## src/rtl/knight_tour_ctrl.sv

```systemverilog
// rtl/knight_tour_ctrl.sv - depth-first knight's tour search engine with board and move stack
//
// Purpose: searches for a knight's tour on a DIM x DIM board, one candidate
// move per clock, backtracking through an internal move stack. The board
// (square -> visit order, 0 = empty) remains readable at all times.
//
// Ports:
//   clk, rst_n          clock, synchronous active-low reset
//   start, start_x/_y   start request and start square (taken in IDLE/DONE only)
//   busy, done          search in progress / search finished (level)
//   found, bad_start    result flags, valid while done
//   level               number of occupied squares
//   step_next/back      one-cycle pulses when a square is placed / removed
//   rd_x, rd_y, rd_val  combinational board read port
module knight_tour_ctrl #(
  parameter int DIM = 5,
  localparam int CW = (DIM > 1) ? $clog2(DIM) : 1,
  localparam int LW = $clog2(DIM * DIM + 1)
) (
  input  logic          clk,
  input  logic          rst_n,
  input  logic          start,
  input  logic [CW-1:0] start_x,
  input  logic [CW-1:0] start_y,
  output logic          busy,
  output logic          done,
  output logic          found,
  output logic          bad_start,
  output logic [LW-1:0] level,
  output logic          step_next,
  output logic          step_back,
  input  logic [CW-1:0] rd_x,
  input  logic [CW-1:0] rd_y,
  output logic [LW-1:0] rd_val
);

  localparam int NSQ = DIM * DIM;
  localparam int IW  = (NSQ > 1) ? $clog2(NSQ) : 1;
  localparam int SW  = 3 + 2 * CW;

  typedef enum logic [2:0] {
    S_IDLE, S_PLACE, S_PROBE, S_PUSH, S_POP, S_DONE
  } state_t;

  state_t        state, state_nxt;
  logic [CW-1:0] cur_x, cur_y;
  logic [2:0]    dir;
  logic [LW-1:0] lvl;
  logic          found_q, bad_q;
  logic [LW-1:0] board [NSQ];
  logic [SW-1:0] stack [NSQ];  // entry 0 unused; entry L saves the square holding value L

  function automatic logic [IW-1:0] sq_idx(input int r, input int c);
    return IW'(r * DIM + c);
  endfunction

  int            dx, dy, nx, ny;
  logic          nxt_in_range, nxt_legal, start_bad, rd_in_range;
  logic [IW-1:0] nxt_idx;
  logic [LW-1:0] lvl_m1;
  logic [2:0]    pop_dir;
  logic [CW-1:0] pop_x, pop_y;

  always_comb begin
    dx = 0;
    dy = 0;
    case (dir)
      3'd0: begin dx =  2; dy =  1; end
      3'd1: begin dx =  1; dy =  2; end
      3'd2: begin dx = -1; dy =  2; end
      3'd3: begin dx = -2; dy =  1; end
      3'd4: begin dx = -2; dy = -1; end
      3'd5: begin dx = -1; dy = -2; end
      3'd6: begin dx =  1; dy = -2; end
      3'd7: begin dx =  2; dy = -1; end
      default: ;
    endcase
  end

  // Candidate arithmetic is done in int so off-board targets stay unambiguous.
  assign nx           = int'(cur_x) + dx;
  assign ny           = int'(cur_y) + dy;
  assign nxt_in_range = (nx >= 0) && (nx < DIM) && (ny >= 0) && (ny < DIM);
  assign nxt_idx      = nxt_in_range ? sq_idx(nx, ny) : '0;
  assign nxt_legal    = nxt_in_range && (board[nxt_idx] == '0);

  assign start_bad = (int'(start_x) >= DIM) || (int'(start_y) >= DIM);
  assign lvl_m1    = lvl - LW'(1);
  assign {pop_dir, pop_x, pop_y} = stack[IW'(lvl_m1)];

  assign rd_in_range = (int'(rd_x) < DIM) && (int'(rd_y) < DIM);
  assign rd_val      = rd_in_range ? board[sq_idx(int'(rd_x), int'(rd_y))] : '0;

  assign level     = lvl;
  assign found     = found_q;
  assign bad_start = bad_q;

  always_ff @(posedge clk) begin
    if (!rst_n) state <= S_IDLE;
    else        state <= state_nxt;
  end

  always_comb begin
    state_nxt = state;
    case (state)
      S_IDLE, S_DONE: if (start) state_nxt = start_bad ? S_DONE : S_PLACE;
      S_PLACE:        state_nxt = (NSQ == 1) ? S_DONE : S_PROBE;
      S_PROBE: begin
        if (nxt_legal)         state_nxt = S_PUSH;
        else if (dir == 3'd7)  state_nxt = S_POP;
      end
      S_PUSH:         state_nxt = (int'(lvl) + 1 == NSQ) ? S_DONE : S_PROBE;
      // Restored frames that already tried their last move unwind immediately.
      S_POP: begin
        if (lvl == LW'(1))        state_nxt = S_DONE;
        else if (pop_dir == 3'd7) state_nxt = S_POP;
        else                      state_nxt = S_PROBE;
      end
      default:        state_nxt = S_IDLE;
    endcase
  end

  always_comb begin
    busy      = 1'b0;
    done      = 1'b0;
    step_next = 1'b0;
    step_back = 1'b0;
    case (state)
      S_PLACE: begin busy = 1'b1; step_next = 1'b1; end
      S_PROBE: busy = 1'b1;
      S_PUSH:  begin busy = 1'b1; step_next = 1'b1; end
      S_POP:   begin busy = 1'b1; step_back = 1'b1; end
      S_DONE:  done = 1'b1;
      default: ;
    endcase
  end

  always_ff @(posedge clk) begin
    if (!rst_n) begin
      cur_x   <= '0;
      cur_y   <= '0;
      dir     <= '0;
      lvl     <= '0;
      found_q <= 1'b0;
      bad_q   <= 1'b0;
      for (int i = 0; i < NSQ; i++) board[i] <= '0;
    end else begin
      case (state)
        S_IDLE, S_DONE: begin
          if (start) begin
            found_q <= 1'b0;
            bad_q   <= start_bad;
            if (!start_bad) begin
              cur_x <= start_x;
              cur_y <= start_y;
              dir   <= '0;
              lvl   <= '0;
              for (int i = 0; i < NSQ; i++) board[i] <= '0;
            end
          end
        end
        S_PLACE: begin
          board[sq_idx(int'(cur_x), int'(cur_y))] <= LW'(1);
          lvl     <= LW'(1);
          found_q <= (NSQ == 1);
        end
        S_PROBE: if (!nxt_legal) dir <= dir + 3'd1;
        S_PUSH: begin
          board[nxt_idx] <= lvl + LW'(1);
          lvl     <= lvl + LW'(1);
          cur_x   <= CW'(nx);
          cur_y   <= CW'(ny);
          dir     <= '0;
          found_q <= (int'(lvl) + 1 == NSQ);
        end
        S_POP: begin
          board[sq_idx(int'(cur_x), int'(cur_y))] <= '0;
          lvl <= lvl_m1;
          if (lvl != LW'(1)) begin
            cur_x <= pop_x;
            cur_y <= pop_y;
            dir   <= pop_dir + 3'd1;
          end
        end
        default: ;
      endcase
    end
  end

  always_ff @(posedge clk) begin
    if (state == S_PUSH) stack[IW'(lvl)] <= {dir, cur_x, cur_y};
  end

endmodule

```

## config.mk

```make
export PLATFORM = sky130hd
export DESIGN_NAME = knight_tour_ctrl
export DESIGN_NICKNAME = d
export VERILOG_FILES = /design/src/rtl/knight_tour_ctrl.sv
export SDC_FILE = /design/constraint.sdc
export NUM_CORES = 1
export LEC_CHECK = 0
export ABC_AREA = 0
export CAP_MARGIN = 20
export CORE_ASPECT_RATIO = 0.75
export CORE_MARGIN = 3
export CORE_UTILIZATION = 45
export DETAILED_ROUTE_END_ITERATION = 16
export GPL_ROUTABILITY_DRIVEN = 1
export GPL_TIMING_DRIVEN = 0
export PLACE_DENSITY = 0.64
export RECOVER_POWER = 100
export SLEW_MARGIN = 15
export SYNTH_ARGS = -nofsm -noshare
export SYNTH_HDL_FRONTEND = slang
export SYNTH_SLANG_ARGS = --single-unit
```

## constraint.sdc

```tcl
create_clock -name clk -period 13 [get_ports clk]
set_clock_uncertainty 0.15 [all_clocks]
set_input_delay 3.25 -clock clk [delete_from_list [all_inputs] [get_ports clk]]
set_output_delay 3.25 -clock clk [all_outputs]
set_load 0.02 [all_outputs]
```

[Yosys cells after proc, flatten, opt, wreduce, memory -nomap -nowiden]
Memories as Yosys holds them, arrays and structs flattened. A register that Yosys moved wholly into a read port is not among the register bits.
Index checks and enable logic that the tools add are counted.
Cells by class
  equality and inequality tests: 15
  div/mod/pow operators: 0
  multipliers: 3
  bitwise operators: 26
  add/subtract/negate cells: 10
  order comparisons: 8
  muxes and demuxes: 81
  shift operators: 0
  reduce and logical (&&, ||, !) cells: 23
Operator list (count)
  two-way mux 5 bit: 34
  adder 4 x 32 -> 32 bit: 2
  greater-or-equal comparator 32 x 1 -> 1 bit, second input constant: 2
  less-than comparator 32 x 4 -> 1 bit, second input constant: 2
  two-way mux 3 bit: 19
  multiplier 32 x 4 -> 5 bit, second input constant: 1
  bitwise OR 1 bit: 26
  two-way mux 1 bit: 22
  one-hot mux 5 bit (4 select lines): 1
  one-hot mux 3 bit (3 select lines): 2
  one-hot mux 3 bit (5 select lines): 1
  == test 3 bit, second input constant: 4
  one-hot mux 3 bit (4 select lines): 1
  adder 5 x 3 -> 5 bit: 2
  multiplier 3 x 3 -> 5 bit, second input constant: 2
  OR reduction 5 bit: 2
  inequality test 2 bit, second input constant: 4
  nonzero test 4 bit: 2
  adder 3 x 1 -> 3 bit, second input constant: 2
  adder 5 x 1 -> 6 bit, second input constant: 1
  == test 3 x 2 -> 1 bit, second input constant: 2
  == test 6 x 5 -> 1 bit, second input constant: 1
  greater-or-equal comparator 3 bit, second input constant: 2
  less-than comparator 3 bit, second input constant: 2
  other kinds (19): 27
Word-level totals
  bits in read-only memories: 512
  memories kept: 3
  output and inout bits: 16
  register bits: 19
  bits of input ports: 15
  word-level logic and storage cells: 176
  bits in latches: 0
  RAM bits: 350
Memory list
  (name not given): depth 8, width 64, read ports 1, clocked after Yosys merged registers in 1, write ports 0, RTL line 67  | case (dir)
  stack: depth 25, width 9, read ports 1, clocked after Yosys merged registers in 0, write ports 1, RTL line 51  | logic [SW-1:0] stack [NSQ];
  board: depth 25, width 5, read ports 2, clocked after Yosys merged registers in 0, write ports 25, RTL line 50  | logic [LW-1:0] board [NSQ];

[Longest topological paths before layout]
An unclocked memory read counts as a cell.
  depth after elaboration: 13
  gate-level depth with buffers: 23
  mapped depth without buffers: 23

[Worst setup path before layout]
Ideal clock, no wire load.
  path kind: input -> output
  start point: input rd_x[0]
  end point: output rd_val[0]
  arrival: 5.904 ns
  path buffers: 0
  cell stages on the path: 7
  data required time: 9.600 ns
  path slack: 3.696 ns
  cell sequence: ha_1 -> ha_1 -> fa_1 -> xor2_1 -> mux4_2 -> mux2i_1 -> nor2_1
On the way
  cells in the longest elaborated chain, start to end: 4
  elaborated cells on any way between the ends: 6
  classes of those cells: add/sub: 1; mul: 1; order compare: 1; mux: 1; reduce/logical: 1; memory: 1
Ends and longest elaborated chain
  start: declaration: RTL line 32  | input logic [CW-1:0] rd_x,
  multiplier 3 x 3 -> 5 bit: RTL line 54  | return IW'(r * DIM + c);
  adder 5 x 3 -> 5 bit: RTL line 54
  memory (25 x 5 bit)
  two-way mux 5 bit *: RTL line 92  | assign rd_val = rd_in_range ? board[sq_idx(int'(rd_x), int'(rd_y))] : '0;
  end: declaration: RTL line 34  | output logic [LW-1:0] rd_val
Mark *: on every way between the ends. The rest lies on a longest branch, timed or not.

[Worst setup path in the final report]
  start point: input rd_x[1]
  end point: output rd_val[3]
Same word-level chain as after synthesis.

==> results list <==
- Achievable clock frequency: 93.1 MHz
- CTS buffer count: 41
* Detailed placement HPWL: 37.1 mm
* Portion of synthesized cell area occupied by the leading cell type: 60.1%
- Largest incremental delay on the critical path: 0.77 ns
- Maximum Capacitance Violations: 0
* I/O pin cnt: 31
- Residual DRC: 0
- In this run, post-CTS hold repair placed 0 buffers.
- Instance count after placement with tap cells included: 1,919
- Walking the worst path, the cells encountered are clkdlybuf4s50_1 > ha_1 > ha_1 > clkbuf_1 > clkbuf_1 > mux4_2 > mux4_2 > mux2i_1 > nor2_1 > dlygate4sd3_1.
- Clock tree buffer depth: 3
* Setup Buffers After CTS: 0
- Final period demand of the worst path: 10.74 ns
- After floorplanning, the core was sized to cover 41,500 um^2.
- Flops & latches, synth: 410
- Setup repair after global routing left no endpoint under its margin.
- Number of global-route vias before repair: 12,000
- Entering global routing, the biggest net connects 31 pins.
- Signal routing reaches up to met5.
* Largest delay contributor family on the critical path: buffers and inverters
- Top-count cell post-synth: sky130_fd_sc_hd__edfxtp_1
- Global routing used 23.2% of the available tracks.
- Area growth from synthesis to final layout: 12.0%
- Global-route wire length before repair: 77.0 mm
- The root buffer cell chosen for the clock tree is sky130_fd_sc_hd__clkbuf_16.
- Post-synthesis area per instance: 14.5 um^2
- Detailed Routing Iterations Pass 1: 6
- Sequential cells were found to cover 62.7% of the synthesized design area.
* Endpoint type of the worst setup path: primary output
- Number of pins exceeding their max-slew limit in the final report: 0
- Worst voltage drop across the vdd grid: 0.000221 V
- Number of distinct library cells after synthesis: 68
- Summed over all failing endpoints, the final setup total negative slack is 0 ns.
- Total met3 wirelength after detailed routing: 7.18 mm
* Overall power: 0.00538 W
* Total routed wirelength: 52.0 mm
* Startpoint type of the worst setup path: primary input
* Result of the run: complete, no violations
- Via count: 12,300
* Effective utilization at floorplan: 46.4%
- Post-route standard cell area excluding fillers: 21,600 um^2
- DRC violation total after the first TritonRoute iteration: 1,549
- Setup violations remaining at the end of the flow were counted as 0.
* Leakage power total: 7.37 nW
* H-tree depth: 2
* Crit share post-route: 82.6%
- Antenna Cells: 0
- TritonCTS clock tree: yes
* Number of rows in the core area: 64
- The largest total area in the synthesized netlist belongs to sky130_fd_sc_hd__edfxtp_1.
- Non-filler cells in the finished layout: 1,999
- Crit Path Class: in -> out
* Final net count: 1,484
- The path class of the tightest hold or removal check is reg -> reg.
- Met1 WL: 22.7 mm
- Synthesized Nets: 1,402
- Dividing the detail-routed wire length by the instance count gives 26.0 um.
- Fraction of synthesis flops using an asynchronous set or reset pin: 0%
- The largest individual stage delay along the critical path comes from the cell sky130_fd_sc_hd__clkbuf_1.
* Input/output buffers: 30
- Clock-pin slew of the registers on the worst-case setup and hold paths: 0.06 ns
- Top cells by instance count after synthesis: 385 x sky130_fd_sc_hd__edfxtp_1, 217 x sky130_fd_sc_hd__nor2_1, 112 x sky130_fd_sc_hd__mux4_2
* Placed cell areas: 20,300 um^2
- The most used flip-flop cell after synthesis is sky130_fd_sc_hd__edfxtp_1.
* Netlist Area Pre-Place: 19,300 um^2
- After detailed routing, the number of vias per cell comes to 6.15.
- Remaining global-route overflow: 0
* Worst Path Buf+Inv: 4
- The final hold violation count is 0.
- Wire segments on met2 add up to 21.1 mm in the final route.
- Data on the critical path arrives at its endpoint at 7.34 ns.
- Yosys attributes the largest share of cell area to sky130_fd_sc_hd__edfxtp_1 60%, sky130_fd_sc_hd__mux4_2 13%, sky130_fd_sc_hd__nor2_1 4.2%.
- For this design the ratio of total power to cell area is 249 nW/um^2.
- Post_cts resized: 0
* Headroom to the max-slew limit: 0.840%
- Fill cells in the final layout number 3,509.
- Summing all flip-flop and latch instances after layout gives 12,100 um^2.
- Number of enable flip-flop cells after synthesis: 385
- Total number of clock tree sinks: 410
- Multi-input gate area in the final layout: 6800 um^2
- Area of the die: 45,300 um^2
- Synthesis warning total: 0
- For the pin with the worst max-slew slack, the measured transition is 1.49 ns.
- In this run the remaining antenna-violating nets after routing total 0.
- For the worst-skew pair, the clock arrives at the later sink with an insertion delay of 0.55 ns.
- Routability-driven placement finished with a final weighted congestion of 0.935.
- Share of the core filled with cells in the final layout: 52.0%
- Measured along the y axis, the die boundary spans 185 um.
- In this run the worst path has a maximum fanout of 10.
- For the worst setup path, the data required time is 9.60 ns.
- Initial antenna violation count: 2
- The die is 245 um wide.
- Fraction of final layout cells with drive strength greater than 1: 13.6%
- Synthesis produced 1,326 cells.
flip-flops by register name, summed over array words and instances (netlist names):
register	cells
cur_y	3
cur_x	3
dy	3
found	1
dx	3
state	3
board	160
level	5
stack	225
bad_start	1
dir	3
worst register-to-register path, stage by stage (launching register included):
cell	delay, ns
sky130_fd_sc_hd__dfxtp_1	1.17
sky130_fd_sc_hd__inv_1	0.22
sky130_fd_sc_hd__ha_1	0.42
sky130_fd_sc_hd__xor2_1	0.42
sky130_fd_sc_hd__inv_1	0.09
sky130_fd_sc_hd__ha_1	0.29
sky130_fd_sc_hd__ha_1	0.32
sky130_fd_sc_hd__fa_1	0.54
sky130_fd_sc_hd__clkbuf_1	0.61
sky130_fd_sc_hd__clkbuf_1	0.65
sky130_fd_sc_hd__nand2_1	0.12
sky130_fd_sc_hd__nor3_1	0.49
sky130_fd_sc_hd__o21ai_0	0.25
sky130_fd_sc_hd__a32oi_1	0.23
sky130_fd_sc_hd__o211ai_1	0.25
sky130_fd_sc_hd__o21a_4	0.31
sky130_fd_sc_hd__mux2_1	0.35
sky130_fd_sc_hd__and2_0	0.17
sky130_fd_sc_hd__ha_1	0.29
sky130_fd_sc_hd__inv_1	0.05
sky130_fd_sc_hd__or2_0	0.23
where the power goes:
| group | internal, W | leakage [nW] | switching [W] | total (W) |
|---|---|---|---|---|
| clock | 0.000631 | 0.626 | 0.000499 | 0.00113 |
| sequential | 0.00160 | 3.92 | 0.000135 | 0.00174 |
| combinational | 0.000869 | 2.83 | 0.00164 | 0.00251 |
layer usage:
| metal | track usage [%] | vias to the layer above |
|---|---|---|
| met2 | 31.9 | 723 |
| met3 | 8.91 | 77 |
| met4 | 5.22 | 2 |
| met5 | 0 | - |
| met1 | 35.0 | 6205 |
| li1 | - | 5290 |
final cells by class:
type	instances	area share [%]
inverters	24	0.418
plain buffers	68	1.33
repair buffers	39	1.67
multi-input cells	824	31.5
flip-flops and latches	410	55.9
well taps	561	3.26
clock buffers	46	4.94
clock inverters	27	0.917
placed cells by master (no fill, tap or decap), types with 23 or more instances in the layout:
cell / n
sky130_fd_sc_hd__clkbuf_16: 42
sky130_fd_sc_hd__a21oi_1: 42
sky130_fd_sc_hd__nor2_1: 217
sky130_fd_sc_hd__mux4_2: 112
sky130_fd_sc_hd__inv_1: 24
sky130_fd_sc_hd__dfxtp_1: 25
sky130_fd_sc_hd__o21ai_0: 38
sky130_fd_sc_hd__edfxtp_1: 385
sky130_fd_sc_hd__clkbuf_1: 58
sky130_fd_sc_hd__nor3_1: 23
sky130_fd_sc_hd__nand2_1: 109
sky130_fd_sc_hd__ha_1: 55
path summary, 6_finish.rpt:
kind / to / slack [ns] / depth (start not counted) / start
hold reg to reg: bad_start$_SDFFE_PN0P_ / 0.38 / 2 / bad_start$_SDFFE_PN0P_
hold / removal: bad_start$_SDFFE_PN0P_ / 0.38 / 2 / bad_start$_SDFFE_PN0P_
setup / recovery: rd_val[3] / 2.26 / 10 / rd_x[1]
setup reg to reg: dy[1]$_SDFF_PP1_ / 5.24 / 20 / cur_x[2]$_SDFFE_PN0P_
logic make-up after synthesis:
| logic type | share of synthesized area (%) |
|---|---|
| compound gates | 5.31 |
| flops | 62.7 |
| simple gates | 10.6 |
| xor+xnor | 1.13 |
| mux | 14.1 |
| fa+ha+maj | 4.20 |
| buf+inv | 2.03 |
through the flow:
step,hold slack (ns),setup WS [ns]
after global routing,0.387,2.06
after floorplan,0.380,3.70
final,0.385,2.26
after global placement,0.369,2.30
after detailed placement,0.370,2.27
after CTS,0.379,2.26
Power figures use the tool's default switching activity.
